$ cat config.mk
export PLATFORM = sky130hd
export DESIGN_NAME = ps2_scancode_decoder
export DESIGN_NICKNAME = d
export VERILOG_FILES = /design/src/rtl/ps2_scancode_decoder.sv
export SDC_FILE = /design/constraint.sdc
export NUM_CORES = 1
export LEC_CHECK = 0
export CAP_MARGIN = 10
export CORE_MARGIN = 2
export CORE_UTILIZATION = 35
export DETAILED_ROUTE_END_ITERATION = 8
export GPL_TIMING_DRIVEN = 0
export PLACE_DENSITY = 0.62
export SKIP_CTS_REPAIR_TIMING = 1
export SLEW_MARGIN = 20
export SYNTH_ARGS = -nofsm -noshare
export SYNTH_HDL_FRONTEND = slang
export SYNTH_SLANG_ARGS = --single-unit
$ cat constraint.sdc
create_clock -name clk -period 3.34 [get_ports clk]
set_clock_uncertainty 0.2 [all_clocks]
set_input_delay 0.668 -clock clk [delete_from_list [all_inputs] [get_ports clk]]
set_output_delay 0.668 -clock clk [all_outputs]
set_load 0.005 [all_outputs]
$ cat src/rtl/ps2_scancode_decoder.sv
// PS/2 set-2 scan-code decoder: strips E0/F0/E1 prefixes and queues key events in a FIFO.
// Define PS2_TYPEMATIC_FILTER_EN to suppress typematic repeats of keys already held down.
module ps2_scancode_decoder #(
  parameter int FIFO_DEPTH = 8
) (
  input  logic       clk,
  input  logic       resetn,
  input  logic       in_valid,
  input  logic [7:0] in_data,
  output logic       out_valid,
  input  logic       out_ready,
  output logic [7:0] out_code,
  output logic       out_ext,
  output logic       out_break,
  output logic [7:0] press_count,
  output logic       overflow,
  output logic       seq_error
);

  localparam int AW = (FIFO_DEPTH > 1) ? $clog2(FIFO_DEPTH) : 1;
  localparam logic [AW:0]   FULL_COUNT = (AW + 1)'(FIFO_DEPTH);
  localparam logic [AW:0]   COUNT_ONE  = 1;
  localparam logic [AW-1:0] PTR_ONE    = 1;

  typedef enum logic [2:0] {IDLE, EXT, BRK, EXT_BRK, PAUSE} state_t;

  // FIFO entries are packed as {ext, break, code}
  state_t      state_q, state_d;
  logic [2:0]  skip_q, skip_d;
  logic [9:0]  mem_q [FIFO_DEPTH];
  logic [9:0]  mem_d [FIFO_DEPTH];
  logic [AW-1:0] wr_ptr_q, wr_ptr_d, rd_ptr_q, rd_ptr_d;
  logic [AW:0] count_q, count_d;
  logic [9:0]  last_q, last_d;
  logic [7:0]  press_count_q, press_count_d;
  logic        overflow_q, overflow_d;
  logic        seq_error_q, seq_error_d;
`ifdef PS2_TYPEMATIC_FILTER_EN
  logic [511:0] pressed_q, pressed_d;
`endif

  logic       dec_emit, dec_ext, dec_brk, ev_emit;
  logic       fifo_full, push, pop;

  always_comb begin
    state_d       = state_q;
    skip_d        = skip_q;
    seq_error_d   = seq_error_q;
    overflow_d    = overflow_q;
    press_count_d = press_count_q;
    wr_ptr_d      = wr_ptr_q;
    rd_ptr_d      = rd_ptr_q;
    count_d       = count_q;
    last_d        = last_q;
    mem_d         = mem_q;
    dec_emit      = 1'b0;
    dec_ext       = 1'b0;
    dec_brk       = 1'b0;

    if (in_valid) begin
      if (in_data == 8'h00 || in_data == 8'hFF) begin
        seq_error_d = 1'b1;
        state_d     = IDLE;
        skip_d      = 3'd0;
      end else begin
        case (state_q)
          IDLE: begin
            case (in_data)
              8'hE0: state_d = EXT;
              8'hF0: state_d = BRK;
              8'hE1: begin
                state_d  = PAUSE;
                skip_d   = 3'd7;
                dec_emit = 1'b1;
                dec_ext  = 1'b1;
              end
              default: dec_emit = 1'b1;
            endcase
          end
          EXT: begin
            case (in_data)
              8'hF0: state_d = EXT_BRK;
              8'hE0: state_d = EXT;
              default: begin
                dec_emit = 1'b1;
                dec_ext  = 1'b1;
                state_d  = IDLE;
              end
            endcase
          end
          BRK: begin
            case (in_data)
              8'hE0: state_d = EXT_BRK;
              8'hF0: state_d = BRK;
              default: begin
                dec_emit = 1'b1;
                dec_brk  = 1'b1;
                state_d  = IDLE;
              end
            endcase
          end
          EXT_BRK: begin
            if (in_data != 8'hE0 && in_data != 8'hF0) begin
              dec_emit = 1'b1;
              dec_ext  = 1'b1;
              dec_brk  = 1'b1;
              state_d  = IDLE;
            end
          end
          PAUSE: begin
            if (skip_q <= 3'd1) begin
              skip_d  = 3'd0;
              state_d = IDLE;
            end else begin
              skip_d = skip_q - 3'd1;
            end
          end
          default: state_d = IDLE;
        endcase
      end
    end

    ev_emit = dec_emit;
`ifdef PS2_TYPEMATIC_FILTER_EN
    // The pause event bypasses the bitmap entirely
    pressed_d = pressed_q;
    if (dec_emit && !(state_q == IDLE && in_data == 8'hE1)) begin
      if (dec_brk) begin
        pressed_d[{dec_ext, in_data}] = 1'b0;
      end else if (pressed_q[{dec_ext, in_data}]) begin
        ev_emit = 1'b0;
      end else begin
        pressed_d[{dec_ext, in_data}] = 1'b1;
      end
    end
`endif

    if (ev_emit && !dec_brk) begin
      press_count_d = press_count_q + 8'd1;
    end

    fifo_full = (count_q == FULL_COUNT);
    pop       = (count_q != '0) && out_ready;
    push      = ev_emit && (!fifo_full || pop);
    if (ev_emit && fifo_full && !pop) begin
      overflow_d = 1'b1;
    end

    if (pop) begin
      last_d   = mem_q[rd_ptr_q];
      rd_ptr_d = rd_ptr_q + PTR_ONE;
    end
    if (push) begin
      mem_d[wr_ptr_q] = {dec_ext, dec_brk, in_data};
      wr_ptr_d        = wr_ptr_q + PTR_ONE;
    end
    if (push && !pop) begin
      count_d = count_q + COUNT_ONE;
    end else if (pop && !push) begin
      count_d = count_q - COUNT_ONE;
    end
  end

  always_ff @(posedge clk) begin
    if (!resetn) begin
      state_q       <= IDLE;
      skip_q        <= 3'd0;
      wr_ptr_q      <= '0;
      rd_ptr_q      <= '0;
      count_q       <= '0;
      last_q        <= '0;
      press_count_q <= 8'd0;
      overflow_q    <= 1'b0;
      seq_error_q   <= 1'b0;
`ifdef PS2_TYPEMATIC_FILTER_EN
      pressed_q     <= '0;
`endif
    end else begin
      state_q       <= state_d;
      skip_q        <= skip_d;
      wr_ptr_q      <= wr_ptr_d;
      rd_ptr_q      <= rd_ptr_d;
      count_q       <= count_d;
      last_q        <= last_d;
      press_count_q <= press_count_d;
      overflow_q    <= overflow_d;
      seq_error_q   <= seq_error_d;
      mem_q         <= mem_d;
`ifdef PS2_TYPEMATIC_FILTER_EN
      pressed_q     <= pressed_d;
`endif
    end
  end

  // An empty FIFO keeps showing the most recently popped event
  assign out_valid   = (count_q != '0);
  assign {out_ext, out_break, out_code} = out_valid ? mem_q[rd_ptr_q] : last_q;
  assign press_count = press_count_q;
  assign overflow    = overflow_q;
  assign seq_error   = seq_error_q;

endmodule

# After elaboration in Yosys (flattened, before gate mapping)
# Cells that the tools add are included.
# word_totals
inputBits,12
register_bits,116
# classes
n_lt_le_gt_ge,4
n_reduce_logical,26
bitwise_logic,2
add_sub_neg,6
n_eq_ne,15
n_mux,32
# ops
cell,count
80-bit bitwise mux,1
10-bit two-way mux,4
8-bit equality test (second input constant),4
10-bit binary-select mux with 3-bit select,1
10-bit demux with 3-bit select,1
3-bit two-way mux,6
8-bit != test (second input constant),2
3-bit one-hot mux with 5 select lines,1
1-bit logical AND,9
1-bit two-way mux,9
3-bit one-hot mux with 3 select lines,1
8-bit by 1-bit adder with 8-bit output (second input constant),1
4-bit greater-or-equal comparator (second input constant),2
8-bit logical NOT,1
4-bit two-way mux,2
3-bit NOT with 4-bit output,2
2-bit one-hot mux with 2 select lines,2
3-bit by 1-bit adder with 3-bit output (second input constant),2
3-bit by 2-bit equality test with 1-bit output (second input constant),2
3-bit != test (second input constant),2
3-bit one-hot mux with 2 select lines,1
5-bit by 4-bit != test with 1-bit output (second input constant),1
4-bit by 1-bit adder with 4-bit output (second input constant),1
4-bit equality test (second input constant),1
other kinds (20),26

# Longest topological paths before layout
# logic_depth
word_depth,11
depth_mapped,14
ltp_nobuf,12

# Worst setup path after synthesis
# OpenSTA, ideal clock, no wires.
# synth_timing
kind,input to register
from,input in_data[5]
to,"register mem_q[20] (netlist bit), enable pin"
stages,6
t_arrival_ns,2.806
setup_time_ns,0.408
path_slack_ns,-0.074
required_time_ns,2.732
cell_sequence,and3_1 clkbuf_1 nor2_1 o21ai_1 buf_2 nor4b_1
# synth_between
elab_chain_len,8
# synth_lines
item,line,rtl
from (decl),9,"input logic [7:0] in_data,"
8-bit equality test or 8-bit != test (tied branches),-,
2-bit OR reduction (no source line) or 1-bit logical AND (tied branches),-,
"1-bit two-way mux, on equally long branches",-,
1-bit one-hot mux with 2 select lines,66,case (state_q)
1-bit two-way mux (*),61,if (in_data == 8'h00 || in_data == 8'hFF) begin
1-bit two-way mux (*),60,if (in_valid) begin
1-bit logical AND (*),144,push = ev_emit && (!fifo_full || pop);
2-bit AND reduction (no source line) (*),-,
to (signal assigned),188,mem_q <= mem_d;
to (decl),30,logic [9:0] mem_q [FIFO_DEPTH];
# Every way passes the cells marked *; elsewhere a longest branch is shown, timed or not.
# A chain may end at the register's enable or synchronous reset.

# Worst setup path in the final report
# layout_timing
from,register rd_ptr_q[0]
to,output out_code[4]
# layout_between
elab_chain_len,5
# layout_lines
item,line,rtl
from (decl),32,"logic [AW-1:0] wr_ptr_q, wr_ptr_d, rd_ptr_q, rd_ptr_d;"
from (signal assigned),182,rd_ptr_q <= rd_ptr_d;
3-bit NOT with 4-bit output (not written as such),197,"assign {out_ext, out_break, out_code} = out_valid ? mem_q[rd_ptr_q] : last_q;"
10-bit binary-select mux with 3-bit select,197,
10-bit two-way mux (not written as such) (2 in a row),197,
10-bit two-way mux,197,
to (decl),12,"output logic [7:0] out_code,"
# Every way passes these cells. The select of a mux whose other input is x is not followed.

==> metrics.sh <==
WORST_SETUP_HOLD_PATH_CLK_SLEW_NS=0.05
CTSHTREEMAXLEVEL=4
WORST-SETUP-PATH-TYPE='flop to output pin'
ROUTED_WL_MM=11.41
FINALMAXSLEWVIOLATIONS=0
FIN_NETS=448
NETLIST-CELL-TYPE-COUNT=58
PORT_BUFFERS=31
ANTENNA_FOUND_INITIAL=0
DRV_CAP=0
MAX-SLEW-MARGIN-REL=0.4047
RUN_STATUS='completed'
PLACE.GP.CONGESTION=0.7585
YOSYS_WARNINGS=0
TIMING.HOLD.WORST.CLASS='flop to flop'
POST_ROUTE_MINIMUM_PERIOD_NS=3.260
POST-ROUTE-PERIOD-UTIL=0.9760
DETAIL_ROUTE.ITER0.VIOLATIONS=373
GRT_FIRST_PASS_WIRELENGTH_MM=17.65
MAXIMUM_FANOUT_ENCOUNTERED_ON_THE_CRITICAL_TIMING_PATH=10
VIA_COUNT=3280
DOMINANTREGCELLSYNTH='edfxtp_1'
FLOW.AREA_GROWTH_FROM_SYNTHESIS_PCT=26.23
YOSYS_REG_BITS=116
POWER-PER-CELL-AREA_nW_PER_UM2=733.9
POSTLAYOUTSETUPSLACKWORST_NS=0.08026
CLOCK_TREE_FROM_TRITONCTS='built'
GRT_MAX_DEGREE=17
ANTENNA-DIODE-COUNT=0
TOTAL_POWER_uW=4702
PLACE_INST=591
DRT.ANTENNA.VIOLATING_NETS=0
DPL.HPWL_MM=7.624
START_UTIL=0.3533
ROUTED_VIA_DENSITY=5.256
SYNTH.NET_COUNT=385
DIE-HEIGHT_UM=124.4
WORST_SLEW_PIN_SLEW_NS=0.8862
DIE_WIDTH_UM=124.4
CLOCKROOTBUFFER='clkbuf_16'
FIRSTDRTPASSITERS=4
FINAL_LAYOUT_SIZE_SUFFIX_GT1_FRAC=0.2500
PLACED_CELL_AREA_UM2=5762
TRACK_USAGE=0.1487
ROUTEDWLPERCELL_UM=18.29
SYNTHESIS.AREA_PER_INSTANCE_UM2=13.95
NUMBER_OF_FLOPS_MAPPED_TO_ENABLE_CELLS_BY_YOSYS=80
HOLD_VIOL_FINAL=0
SYNTH_ASYNC_SR_FLOP_SHARE=0
NUMCLOCKSINKS=116
WORST_SETUP_END_KIND='output pin'
WORST_ENDPOINT_DATA_ARRIVAL_TIME_NS=2.39
CORE_AREA_UM2=14370
TIMING.CRITICAL_PATH.FROM_TYPE='flop'
LAYOUT.CELLS.NON_FILLER=624
CTS_BUFFERS=17
PLACE_WORST_SETUP_SLACK_NS=-1.138
FINALSETUPVIOLCOUNT=0
NUMBER_OF_GLOBAL_ROUTE_VIAS_BEFORE_REPAIR=3305
DIE_AREA_UM2=15480
POST_SYNTH_INST_COUNT=364
GRT_SETUP_UNREPAIRED='yes'
CTS.PATH.MAX_BUFFERS=2
YOSYSSEQAREASHARE=0.6152
WORSTPATHREQUIRED_NS=2.47
SYN_STD_CELL_AREA_UM2=5076
ROW_COUNT=44
FINAL_CELL_AREA_UM2=6407
FMAX_GHz=0.3068
IRDROPWORSTVDD_mV=0.4113
BOUNDARY_PIN_COUNT=33
GLOBALROUTE.TOTALOVERFLOW=0
SKEW_PAIR_LATE_INSERTION_DELAY_NS=0.41
DETAIL_ROUTE.DRC_VIOLATIONS=0
CELLLEAKAGEPOWER_uW=0.002210
## cell type report
class | count | area, um2
clock inverters | 14 | 137.6
plain buffers | 18 | 102.6
clock buffers | 18 | 429.2
inverters | 11 | 41.29
fillers | 1254 | 7961
flip-flops and latches | 116 | 3124
multi-input cells | 218 | 1958
repair buffers | 45 | 384.1
well taps | 184 | 230.2
## routing by layer
metal	share of wire	up-vias	track usage	wire length, um
met5	0	-	0	0
met3	0.041	9	0.03651	473
met2	0.52	87	0.2501	5935
met4	0.011	0	0.06345	125
met1	0.43	1644	0.1825	4878
li1	-	1540	-	-
## worst max-delay path, stage by stage, from the launching register on
cell             delay [ns]
dfxtp_2                0.39
buf_8                  0.20
mux4_2                 0.55
mux2i_1                0.27
a21oi_1                0.12
clkdlybuf4s50_1        0.45
## synthesized netlist by cell type, types with 2 or more instances
master,instances,share of area
a21oi_1,12,0.012
a22o_1,2,0.0035
a31oi_2,2,0.0049
and2_1,11,0.014
and3_1,3,0.0037
and4_1,2,0.0035
buf_2,4,0.0039
clkbuf_1,15,0.011
dfxtp_1,36,0.14
edfxtp_1,80,0.47
ha_1,8,0.020
inv_1,10,0.0074
mux2i_1,13,0.026
mux4_2,20,0.089
nand2_1,24,0.018
nand2b_1,2,0.0025
nand3_1,7,0.0069
nand4_1,2,0.0025
nor2_1,20,0.015
nor2b_1,5,0.0062
nor3_1,8,0.0079
nor4_1,5,0.0062
nor4_2,2,0.0049
nor4b_1,2,0.0035
o211a_1,10,0.020
o211ai_1,7,0.010
o21a_1,6,0.0089
o21ai_0,5,0.0049
o31a_1,2,0.0035
or4_1,2,0.0030
xnor2_1,10,0.017
## power breakdown
group / switching, uW / internal, uW
Clock: 642 / 1090
Combinational: 583 / 669
Sequential: 80.6 / 1640
Total: 1300 / 3400
## final timing paths
| path | from | endpoint | slack [ns] | cells past startpoint |
|---|---|---|---|---|
| setup reg to reg | count_q[0] | count_q[3] | 0.23 | 12 |
| setup / recovery | rd_ptr_q[0] | out_code[4] | 0.08 | 5 |
| hold reg to reg | overflow | overflow | 0.30 | 1 |
| hold / removal | overflow | overflow | 0.30 | 1 |
## cell usage in the layout, fill, tap and decap left out, types with 3 or more instances in the layout
| cell type | instances |
|---|---|
| edfxtp_1 | 80 |
| dfxtp_1 | 35 |
| nand2_1 | 24 |
| clkdlybuf4s50_1 | 23 |
| mux4_2 | 20 |
| nor2_1 | 19 |
| clkbuf_16 | 17 |
| a21oi_1 | 12 |
| clkbuf_1 | 11 |
| and2_1 | 11 |
| inv_1 | 10 |
| buf_2 | 10 |
| xnor2_1 | 10 |
| o211a_1 | 10 |
| mux2i_1 | 8 |
| ha_1 | 8 |
| buf_6 | 7 |
| o211ai_1 | 7 |
| nand3_1 | 7 |
| clkbuf_2 | 6 |
| o21a_1 | 6 |
| nor2b_1 | 5 |
| o21ai_0 | 5 |
| nor3_1 | 4 |
| nor3_2 | 4 |
| clkinvlp_4 | 4 |
| nor4_2 | 3 |
| clkbuf_4 | 3 |
| mux2i_2 | 3 |
| clkinv_1 | 3 |
| buf_4 | 3 |
## cells by family (layout without fill, tap and decap cells)
kind of cell	count (synthesis)	after routing	share of synthesized area
flip-flops	116	116	0.6152
AND/OR/NAND/NOR	102	102	0.1089
AO/OA/AOI/OAI	64	64	0.09737
multiplexers	33	33	0.1144
buffers and inverters	30	106	0.02317
XOR/XNOR	10	10	0.01725
adder cells (fa/ha/maj)	9	9	0.02366
## per-stage QoR
stage	utilization	hold slack, ns	setup TNS (ns)
after floorplan	-	0.2642	-1.477
after global placement	0.3913	0.2767	-124.11
after detailed placement	0.4010	0.2920	-31.86
after CTS	0.4404	0.3040	-6.011
after global routing	0.4459	0.3218	-0.05467
final	0.4459	0.2967	0
## state kept, by name, indices dropped and copies added (netlist names)
signal,cells
overflow,1
last_q,10
press_count,8
count_q,4
state_q,3
seq_error,1
mem_q,80
skip_q,3
wr_ptr_q,3
rd_ptr_q,3
Note: power is estimated with default switching activity, not from simulation.
